`config.mk`:
```
export PLATFORM = sky130hd
export DESIGN_NAME = a_rf_sequencer
export DESIGN_NICKNAME = d
export VERILOG_FILES = /design/src/rtl/a_rf_pkg.sv /design/src/rtl/a_rf_addr_gen.sv /design/src/rtl/a_rf_sequencer.sv
export SDC_FILE = /design/constraint.sdc
export NUM_CORES = 1
export LEC_CHECK = 0
export BUFFER_PORTS_ARGS = -buffer_cell sky130_fd_sc_hd__buf_2
export CORE_MARGIN = 2
export CORE_UTILIZATION = 45
export CTS_BUF_LIST = sky130_fd_sc_hd__clkbuf_16
export DETAILED_ROUTE_END_ITERATION = 16
export HOLD_SLACK_MARGIN = 0.1
export PLACE_DENSITY_LB_ADDON = 0.25
export REMOVE_ABC_BUFFERS = 1
export SLEW_MARGIN = 40
export SYNTH_ARGS = -nofsm -noshare
export SYNTH_HDL_FRONTEND = slang
export SYNTH_SLANG_ARGS = --single-unit
export TNS_END_PERCENT = 50
```
`constraint.sdc`:
```
create_clock -name CLK -period 4.5 [get_ports CLK]
set_input_delay 0.225 -clock CLK [delete_from_list [all_inputs] [get_ports CLK]]
set_output_delay 0.225 -clock CLK [all_outputs]
set_load 0.02 [all_outputs]
```
`src/rtl/a_rf_pkg.sv`:
```
// Shared types and constants for the A-port register-file sequencer.
// Optional feature macro used by the top: A_SEQ_STALL_EN (adds rd_ready).
package a_rf_pkg;

  localparam int RF_SIZE = 8;
  localparam int A_WIDTH = 27;
  localparam int PASS_W  = 8;
  localparam int ADDR_W  = $clog2(RF_SIZE);
  localparam int DEPTH_W = ADDR_W + 1;

  typedef enum logic [1:0] {IDLE, LOAD, READ, FIN} state_e;

  typedef logic [DEPTH_W-1:0] depth_t;
  typedef logic [PASS_W-1:0]  pass_t;
  typedef logic [ADDR_W-1:0]  addr_t;

  // A requested depth of 0, or one larger than the register file, means "full".
  function automatic depth_t clamp_depth(input depth_t d);
    if (d == '0 || int'(d) > RF_SIZE) return depth_t'(RF_SIZE);
    return d;
  endfunction

endpackage

```
`src/rtl/a_rf_addr_gen.sv`:
```
// Read-address sweep generator: walks oldest-to-newest over the loaded window
// (step 1, or step 2 in dual-lane mode) and repeats the sweep for every pass.
module a_rf_addr_gen
  import a_rf_pkg::*;
(
  input  logic   CLK,
  input  logic   RSTN,
  input  logic   init,
  input  logic   advance,
  input  depth_t depth,
  input  pass_t  passes,
  input  logic   mdr,
  output addr_t  r_addr,
  output logic   last_beat
);

  pass_t pass_cnt;
  addr_t start_addr;
  addr_t step;

  // Oldest word sits at D-1; in dual-lane mode the pair (D-2, D-1) is read first.
  assign start_addr = addr_t'(depth - (mdr ? depth_t'(2) : depth_t'(1)));
  assign step       = mdr ? addr_t'(2) : addr_t'(1);
  assign last_beat  = (r_addr == '0) && (pass_cnt == passes - pass_t'(1));

  // Address and pass counters; they move only on a completed read beat.
  always_ff @(posedge CLK or negedge RSTN) begin
    if (!RSTN) begin
      r_addr   <= '0;
      pass_cnt <= '0;
    end else if (init) begin
      r_addr   <= start_addr;
      pass_cnt <= '0;
    end else if (advance) begin
      if (r_addr != '0) begin
        r_addr <= r_addr - step;
      end else if (last_beat) begin
        pass_cnt <= '0;
      end else begin
        r_addr   <= start_addr;
        pass_cnt <= pass_cnt + pass_t'(1);
      end
    end
  end

endmodule

```
`src/rtl/a_rf_sequencer.sv`:
```
// A-port operand register-file sequencer: loads D operands from a valid/ready
// stream into the shift register file, then sweeps read addresses P times.
// Build option: define A_SEQ_STALL_EN to add rd_ready back-pressure on reads.
module a_rf_sequencer
  import a_rf_pkg::*;
(
  input  logic               CLK,
  input  logic               RSTN,
  input  logic               cfg_start,
  input  logic [3:0]         cfg_depth,
  input  logic [PASS_W-1:0]  cfg_passes,
  input  logic               cfg_mdr,
  input  logic               s_valid,
  input  logic [A_WIDTH-1:0] s_data,
`ifdef A_SEQ_STALL_EN
  input  logic               rd_ready,
`endif
  output logic               s_ready,
  output logic               RF_load,
  output logic [A_WIDTH-1:0] A,
  output logic               MDRr,
  output logic [ADDR_W-1:0]  r_addr,
  output logic               rd_valid,
  output logic               busy,
  output logic               done,
  output logic               cfg_err
);

  state_e state;
  depth_t depth_q;
  pass_t  passes_q;
  logic   mdr_q;
  depth_t load_cnt;
  depth_t start_depth;
  logic   advance;
  logic   last_beat;
  logic   init;

  assign start_depth = clamp_depth(cfg_depth);

`ifdef A_SEQ_STALL_EN
  assign advance = rd_valid & rd_ready;
`else
  assign advance = rd_valid;
`endif

  // Loading is finished once s_ready has dropped; that cycle arms the sweep.
  assign init = (state == LOAD) && !s_ready && (passes_q != '0);

  a_rf_addr_gen u_addr_gen (
    .CLK       (CLK),
    .RSTN      (RSTN),
    .init      (init),
    .advance   (advance),
    .depth     (depth_q),
    .passes    (passes_q),
    .mdr       (mdr_q),
    .r_addr    (r_addr),
    .last_beat (last_beat)
  );

  // Control FSM plus the load path; every output is a register.
  always_ff @(posedge CLK or negedge RSTN) begin
    if (!RSTN) begin
      state    <= IDLE;
      depth_q  <= '0;
      passes_q <= '0;
      mdr_q    <= 1'b0;
      load_cnt <= '0;
      s_ready  <= 1'b0;
      RF_load  <= 1'b0;
      A        <= '0;
      MDRr     <= 1'b0;
      rd_valid <= 1'b0;
      busy     <= 1'b0;
      done     <= 1'b0;
      cfg_err  <= 1'b0;
    end else begin
      // NOTE: non-blocking defaults first make the pulses one cycle wide; any
      // branch below overrides them and every read sees pre-edge values.
      RF_load <= 1'b0;
      done    <= 1'b0;
      cfg_err <= 1'b0;
      case (state)
        IDLE: begin
          if (cfg_start) begin
            // Dual lane reads pairs, so an odd window (including 1) cannot be swept.
            if (cfg_mdr && start_depth[0]) begin
              cfg_err <= 1'b1;
            end else begin
              depth_q  <= start_depth;
              passes_q <= cfg_passes;
              mdr_q    <= cfg_mdr;
              load_cnt <= '0;
              s_ready  <= 1'b1;
              busy     <= 1'b1;
              state    <= LOAD;
            end
          end
        end
        LOAD: begin
          if (s_ready) begin
            if (s_valid) begin
              RF_load  <= 1'b1;
              A        <= s_data;
              load_cnt <= load_cnt + depth_t'(1);
              if (load_cnt == depth_q - depth_t'(1)) s_ready <= 1'b0;
            end
          end else if (passes_q == '0) begin
            done  <= 1'b1;
            state <= FIN;
          end else begin
            rd_valid <= 1'b1;
            MDRr     <= mdr_q;
            state    <= READ;
          end
        end
        READ: begin
          if (advance && last_beat) begin
            rd_valid <= 1'b0;
            MDRr     <= 1'b0;
            done     <= 1'b1;
            state    <= FIN;
          end
        end
        FIN: begin
          busy  <= 1'b0;
          state <= IDLE;
        end
        default: state <= IDLE;
      endcase
    end
  end

endmodule

```
==> qor.yml, run 1 <==
critical_path:
  r2r-start: "passes_q[0]"
  r2r_setup_slack_ps: 2000
  cp_num_cells: 8
  worst_path_max_delay_cell: "dfrtp_1"
  critPathMaxFanout: 17
  worstPathRequired_ps: 4740
  r2r-end: "u_addr_gen.r_addr[1]"
  cpPeakStageDelay_ps: 400
  ff2ff_path_depth: 8
  arrival_ps: 2740
  crit_chain: "inv_1 > ha_1 > nor2b_1 > or3_1 > a31oi_1 > o211ai_2 > a21oi_1 > mux2i_1"
  critPathLaunchType: "register"
  cp-startpoint: "passes_q[0]"
  cp_top_family: "compound AO/OA/AOI/OAI gates"
  critical_path_class: "reg -> reg"
  path_buf_inv: 1
  end_kind: "register"
  cp-endpoint: "u_addr_gen.r_addr[1]"
logic_synthesis:
  synth-seq-cells: 64
  avgSynthCellArea_um2: 10.4
  netlist_top_cells_area: "dfrtp_1 (49%), mux2_2 (10%), nand2_1 (4.7%), ha_1 (4.6%), xor2_1 (3.0%)"
  yosysSeqAreaShare_pct: 49.1
  synth-edff-count: 0
  synth_area_um2: 3260
  synth.largest_area_cell: "dfrtp_1"
  ys_types: 46
  synth_top_cell_area_share_pct: 49.1
  netlist_instances: 313
  async_reset_ff_share_pct: 100
  synth_flop_cell: "dfrtp_1"
  yosys_warnings: 0
routing:
  num_vias: 2630
  wire_per_inst_um: 13.8
  drt_wl_total_um: 6990
  drt_iter0_markers: 114
  avgViaCountPerCell: 5.21
  drcViolationCount: 0
  drt_first_pass_iters: 4
  ant_nets: 0
timing:
  post-route-period-util_pct: 55.6
  hold_viol: 0
  fin_ws_ps: 2000
  rsz0062_at_grt: "false"
  tns_ps: 0
  finalSetupViolCount: 0
  hold_ws_ps: 110
  fmax_mhz: 400
  min_period_ps: 2500
  finalClockSkew_ps: 5.52
  relSlewSlack_pct: 52.8
  worst_slew_pin_slew_ps: 706
  slew_viol_final: 0
placed_design:
  place_hpwl_um: 5050
  pre_cts_ws_ps: 2030
  placed_cells: 485
  port_buffers: 80
  gp_congestion: 0.843
grt:
  grt_pass1_vias: 2417
  grt_max_degree: 65
  grt_pass1_wl_um: 11000
  antenna_found_initial: 0
  grt_overflow: 0
  grt_use_total_pct: 18.1
cells_and_area:
  syn_to_final_growth_pct: 27.0
  final_nets: 459
  drive_gt1_share_pct: 33.3
  antenna_cells: 0
  fillCellCount: 652
  fin_cells: 505
  utilization_pct: 58.0
die:
  ios: 81
  die_y_um: 89.2
  die_area_um2: 7950
  fp-row-count: 31
  initial_core_util_pct: 45.7
  die_x_um: 89.2
  coreArea_um2: 7140
clock_tree:
  cts.sinks: 64
  cts_tree: "yes"
  cts.clk_slew.worst_paths_ps: 60
  ctsHoldBuffers: 3
  cts_buffers: 9
  post_cts_buffers: 0
  h-tree-depth: 3
  clk_latency_ps: 320
  cts_max_path_buffers: 2
  cts-root-buf: "clkbuf_16"
  post_cts_resize_count: 0
status:
  status: "finished clean"
power:
  p_leak_uw: 0.00221
  p_comb_share_pct: 2.5
  powerDensity_nw_per_um2: 331
  intPower_uw: 1080
  p_switching_uw: 289
  p_clk_share_pct: 55.6
  vdd_drop_max_mv: 0.201
  seqPwrFrac_pct: 41.9
  switching_share_pct: 21.1
hold_path:
  min_path_type: "in -> reg"
flow_run:
  drv_cap: 0
## synth_stat cells, types with 2 or more instances
| library cell | count |
|---|---|
| a21oi_1 | 7 |
| nor3b_1 | 3 |
| clkbuf_1 | 9 |
| mux2i_1 | 2 |
| or3_1 | 4 |
| inv_1 | 15 |
| dfrtp_1 | 64 |
| a31oi_1 | 6 |
| nor3_1 | 7 |
| ha_1 | 12 |
| xnor2_1 | 7 |
| nor4_1 | 2 |
| and2_1 | 3 |
| nor2b_1 | 3 |
| a22oi_1 | 2 |
| o21ai_0 | 13 |
| nor2_1 | 25 |
| nand3b_1 | 2 |
| and4_1 | 2 |
| mux2_2 | 30 |
| nand2_1 | 41 |
| a221oi_1 | 2 |
| nand4_1 | 3 |
| nand3_1 | 15 |
| o22ai_1 | 2 |
| fa_1 | 2 |
| xor2_1 | 11 |
## power groups by stage
| stage | Combinational [uW] | Clock, uW | Sequential, uW |
|---|---|---|---|
| 2_1_floorplan | 1.59 | 0 | 586 |
| 3_3_place_gp | 32.2 | 0 | 586 |
| 3_5_place_dp | 32.7 | 0 | 586 |
| 4_1_cts | 35.1 | 775 | 576 |
| 5_1_grt | 40.0 | 804 | 575 |
| 6_report | 34.7 | 763 | 576 |
## registers in the layout, summed over array words and instances, names as in the netlist, 2 cells and up
name,flops
u_addr_gen.pass_cnt,8
state,2
u_addr_gen.r_addr,3
depth_q,4
load_cnt,4
A,27
passes_q,8
## cells by family after synthesis
logic type | Yosys count | share of synthesized area, %
DFF | 64 | 49.1
muxes | 32 | 11.0
and+or+nand+nor | 114 | 16.8
adders and majority gates | 14 | 5.83
xor gates and xnor gates | 18 | 4.83
AOI/OAI and AO/OA | 46 | 9.47
buffers and inverters | 25 | 2.99
## stage by stage
| step | cell area, um2 | power (uW) |
|---|---|---|
| 4_1_cts | 4130 | 1390 |
| 3_3_place_gp | 3770 | 618 |
| 2_1_floorplan | 3220 | 588 |
| 3_5_place_dp | 3770 | 619 |
| 6_report | 4140 | 1370 |
| 5_1_grt | 4140 | 1420 |
## layout by cell type (no fill, tap or decap), types with 4 or more instances in the layout
| master | count |
|---|---|
| a21oi_1 | 7 |
| or3_1 | 4 |
| nor2_1 | 25 |
| a31oi_1 | 6 |
| clkbuf_16 | 9 |
| xor2_1 | 11 |
| nand2_1 | 41 |
| inv_1 | 15 |
| ha_1 | 12 |
| dfrtp_1 | 64 |
| nor3_1 | 7 |
| nand3_1 | 15 |
| dlygate4sd3_1 | 4 |
| buf_2 | 80 |
| o21ai_0 | 13 |
| xnor2_1 | 7 |
| mux2_2 | 30 |
## worst min path at each step
stage                              from          end  slack [ps]  cells after the start
after floorplan                    RSTN         A[0]         -70                      0
after global placement    cfg_passes[7]  passes_q[7]         420                      3
after detailed placement  cfg_passes[7]  passes_q[7]         420                      3
after CTS                 cfg_passes[3]  passes_q[3]         100                      3
after global routing      cfg_passes[6]  passes_q[6]         110                      3
final                     cfg_passes[6]  passes_q[6]         110                      3
## routing by layer
metal	global-route usage [%]	wire [um]	up-vias
li1	-	-	1270
met4	6.51	108	0
met5	0	0	-
met1	23.0	3030	1283
met2	29.8	3560	64
met3	4.71	291	13
## worst reg2reg max path: stages, from the launching register on
cell,delay [ps]
dfrtp_1,400
inv_1,90
ha_1,260
nor2b_1,150
or3_1,350
a31oi_1,200
o211ai_2,340
a21oi_1,380
mux2i_1,240
## layout make-up
cell class                      count  area, um2  share of cell area [%]
Tap cell                           99        124                    2.99
Timing Repair Buffer               87        467                    11.3
Clock inverter                      7        103                    2.48
Clock buffer                        9        225                    5.44
Sequential cell                    64       1600                    38.7
Multi-Input combinational cell    224       1570                    37.8
Inverter                           15       56.3                    1.36
No activity file was read; power rests on OpenSTA's default activity.
==> run 2, diff against run 1 <==
--- a/config.mk
+++ b/config.mk
@@ -5,6 +5,7 @@
 export SDC_FILE = /design/constraint.sdc
 export NUM_CORES = 1
 export LEC_CHECK = 0
+export ABC_AREA = 1
 export BUFFER_PORTS_ARGS = -buffer_cell sky130_fd_sc_hd__buf_2
 export CORE_MARGIN = 2
 export CORE_UTILIZATION = 45
==> constraint.sdc (replaced) <==
create_clock -name CLK -period 2.5 [get_ports CLK]
set_input_delay 0.125 -clock CLK [delete_from_list [all_inputs] [get_ports CLK]]
set_output_delay 0.125 -clock CLK [all_outputs]
set_load 0.02 [all_outputs]
==> run 2 against run 1 <==
Against the previous run:
- register-to-register slack worse by 1400 ps
- sequential power grew to 3.2 times the previous value
- flip-flop and latch count unchanged
- setup slack got worse by 1400 ps
- critical endpoint is now u_addr_gen.pass_cnt[5]
- largest cell class unchanged
==> qor.yml, run 2 <==
cells_and_area:
  drive_gt1_share_pct: 23.9
  final_nets: 593
  antenna_cells: 0
  largest_register_ffs: 27
  final_common_cell: "nand2_1"
  top_regs: "A (27), passes_q (8), u_addr_gen.pass_cnt (8)"
  syn_to_final_growth_pct: 37.8
  final_cell_mix: "nand2_1 (159), buf_2 (79), dfrtp_1 (64)"
  top_register: "A"
  fillCellCount: 620
grt:
  grt_max_degree: 35
  grt_pass1_wl_um: 14100
  grt_pass1_vias: 3105
  met2_usage_pct: 35.2
  grt_use_total_pct: 21.8
  grt_overflow: 0
  grtUsageMet3_pct: 6.79
  grtUsageMet1_pct: 27.0
  busiest_layer: "met2"
  antenna_found_initial: 0
logic_synthesis:
  netlist_instances: 406
  avgSynthCellArea_um2: 8.21
  synth_flop_cell: "dfrtp_1"
  ys_types: 35
  synth-edff-count: 0
  synth-seq-cells: 64
  synth_area_um2: 3330
  yosys_warnings: 0
  ys_top_cells_by_count: "nand2_1 (159), dfrtp_1 (64), inv_1 (30), nor2_1 (22), nand3_1 (17)"
  yosys.cell_count.top_type: "nand2_1"
  synth_top_cell_area_share_pct: 48.1
  yosysSeqAreaShare_pct: 48.1
  async_reset_ff_share_pct: 100
  netlist_top_cells_area: "dfrtp_1 (48%), nand2_1 (18%), ha_1 (4.5%), inv_1 (3.4%), xor2_1 (2.9%)"
  synth.largest_area_cell: "dfrtp_1"
die:
  fp-row-count: 31
  initial_core_util_pct: 46.2
  coreArea_um2: 7210
  ios: 81
  die_area_um2: 8110
  die_x_um: 90.1
  die_y_um: 90.1
routing:
  wire_per_inst_um: 12.7
  drt_iter0_markers: 137
  ant_nets: 0
  drt_wl_total_um: 8110
  drcViolationCount: 0
  num_vias: 3046
  drt_first_pass_iters: 4
  avgViaCountPerCell: 4.77
timing:
  tns_ps: 0
  slew_viol_final: 0
  relSlewSlack_pct: 70.4
  worst_slew_pin_slew_ps: 440
  fmax_mhz: 517
  rsz0062_at_grt: "false"
  min_period_ps: 1930
  hold_ws_ps: 122
  finalSetupViolCount: 0
  post-route-period-util_pct: 77.4
  hold_viol: 0
  finalClockSkew_ps: 5.39
clock_tree:
  post_cts_buffers: 0
  cts.sinks: 64
  cts.clk_slew.worst_paths_ps: 60
  post_cts_resize_count: 0
  cts_max_path_buffers: 2
  cts_tree: "yes"
  cts_buffers: 9
  cts-root-buf: "clkbuf_16"
  h-tree-depth: 3
  clk_latency_ps: 330
  ctsHoldBuffers: 41
critical_path:
  critPathMaxFanout: 8
  critical_path_class: "reg -> reg"
  critPathLaunchType: "register"
  end_kind: "register"
  worstPathRequired_ps: 2710
  arrival_ps: 2140
power:
  powerDensity_nw_per_um2: 1260
  p_leak_uw: 0.00241
  p_total_uw: 5770
  vdd_drop_max_mv: 0.596
status:
  status: "finished clean"
hold_path:
  min_path_type: "in -> reg"
flow_run:
  drv_cap: 0
placed_design:
  port_buffers: 80
  gp_congestion: 0.834
  place_hpwl_um: 5410
## run 2: final timing paths
| kind | endpoint | slack (ps) | depth (start not counted) | from |
|---|---|---|---|---|
| max | u_addr_gen.pass_cnt[5] | 570 | 9 | state[1] |
| min | depth_q[1] | 120 | 4 | cfg_depth[3] |
| max reg2reg | u_addr_gen.pass_cnt[5] | 570 | 9 | state[1] |
| min reg2reg | A[8] | 460 | 2 | A[8] |
| max in group asynchronous | A[16] | 1620 | 3 | RSTN |
| min in group asynchronous | passes_q[4] | 290 | 2 | RSTN |
## run 2: metrics by stage
| step | instances | worst slack, ps | area, um2 | util, % |
|---|---|---|---|---|
| CTS | 639 | 565 | 4590 | 63.6 |
| finish | 639 | 566 | 4590 | 63.6 |
| global route | 639 | 411 | 4590 | 63.6 |
| detailed placement | 582 | 635 | 3860 | 53.5 |
| floorplan | 399 | -429 | 3300 | - |
| global placement | 582 | 694 | 3860 | 53.5 |
## run 2: kinds of logic after synthesis
family / count (synthesis) / share of synthesized area [%]
compound gates: 33 / 5.75
xor+xnor: 19 / 4.99
fa+ha+maj: 14 / 5.71
buf+inv: 42 / 4.92
flops: 64 / 48.1
simple gates: 234 / 30.6
## run 2: worst max-delay path, cell delays in order, from the launching register on
cell	delay [ps]
dfrtp_1	430
inv_1	130
ha_1	310
inv_1	190
nor2_2	200
nand2_4	120
nand2_4	120
nand4_1	120
nor2_1	140
nor3b_2	60
## run 2: metal layers
metal | part of all wire [%] | vias up
met3 | 5.4 | 16
met4 | 2.2 | 0
met2 | 47 | 93
met1 | 45 | 1401
li1 | - | 1536
met5 | 0 | -
## run 2: layout make-up
class / count / area [um2] / share of cell area [%]
Multi-Input combinational cell: 300 / 1570 / 34.2
Inverter: 35 / 131 / 2.86
Clock buffer: 9 / 225 / 4.91
Timing Repair Buffer: 125 / 843 / 18.4
Tap cell: 99 / 124 / 2.70
Clock inverter: 7 / 96.3 / 2.10
Sequential cell: 64 / 1600 / 34.9
## run 2: power breakdown
part / internal (uW) / switching [uW]
clock: 873 / 470
combinational: 966 / 1620
sequential: 1470 / 374
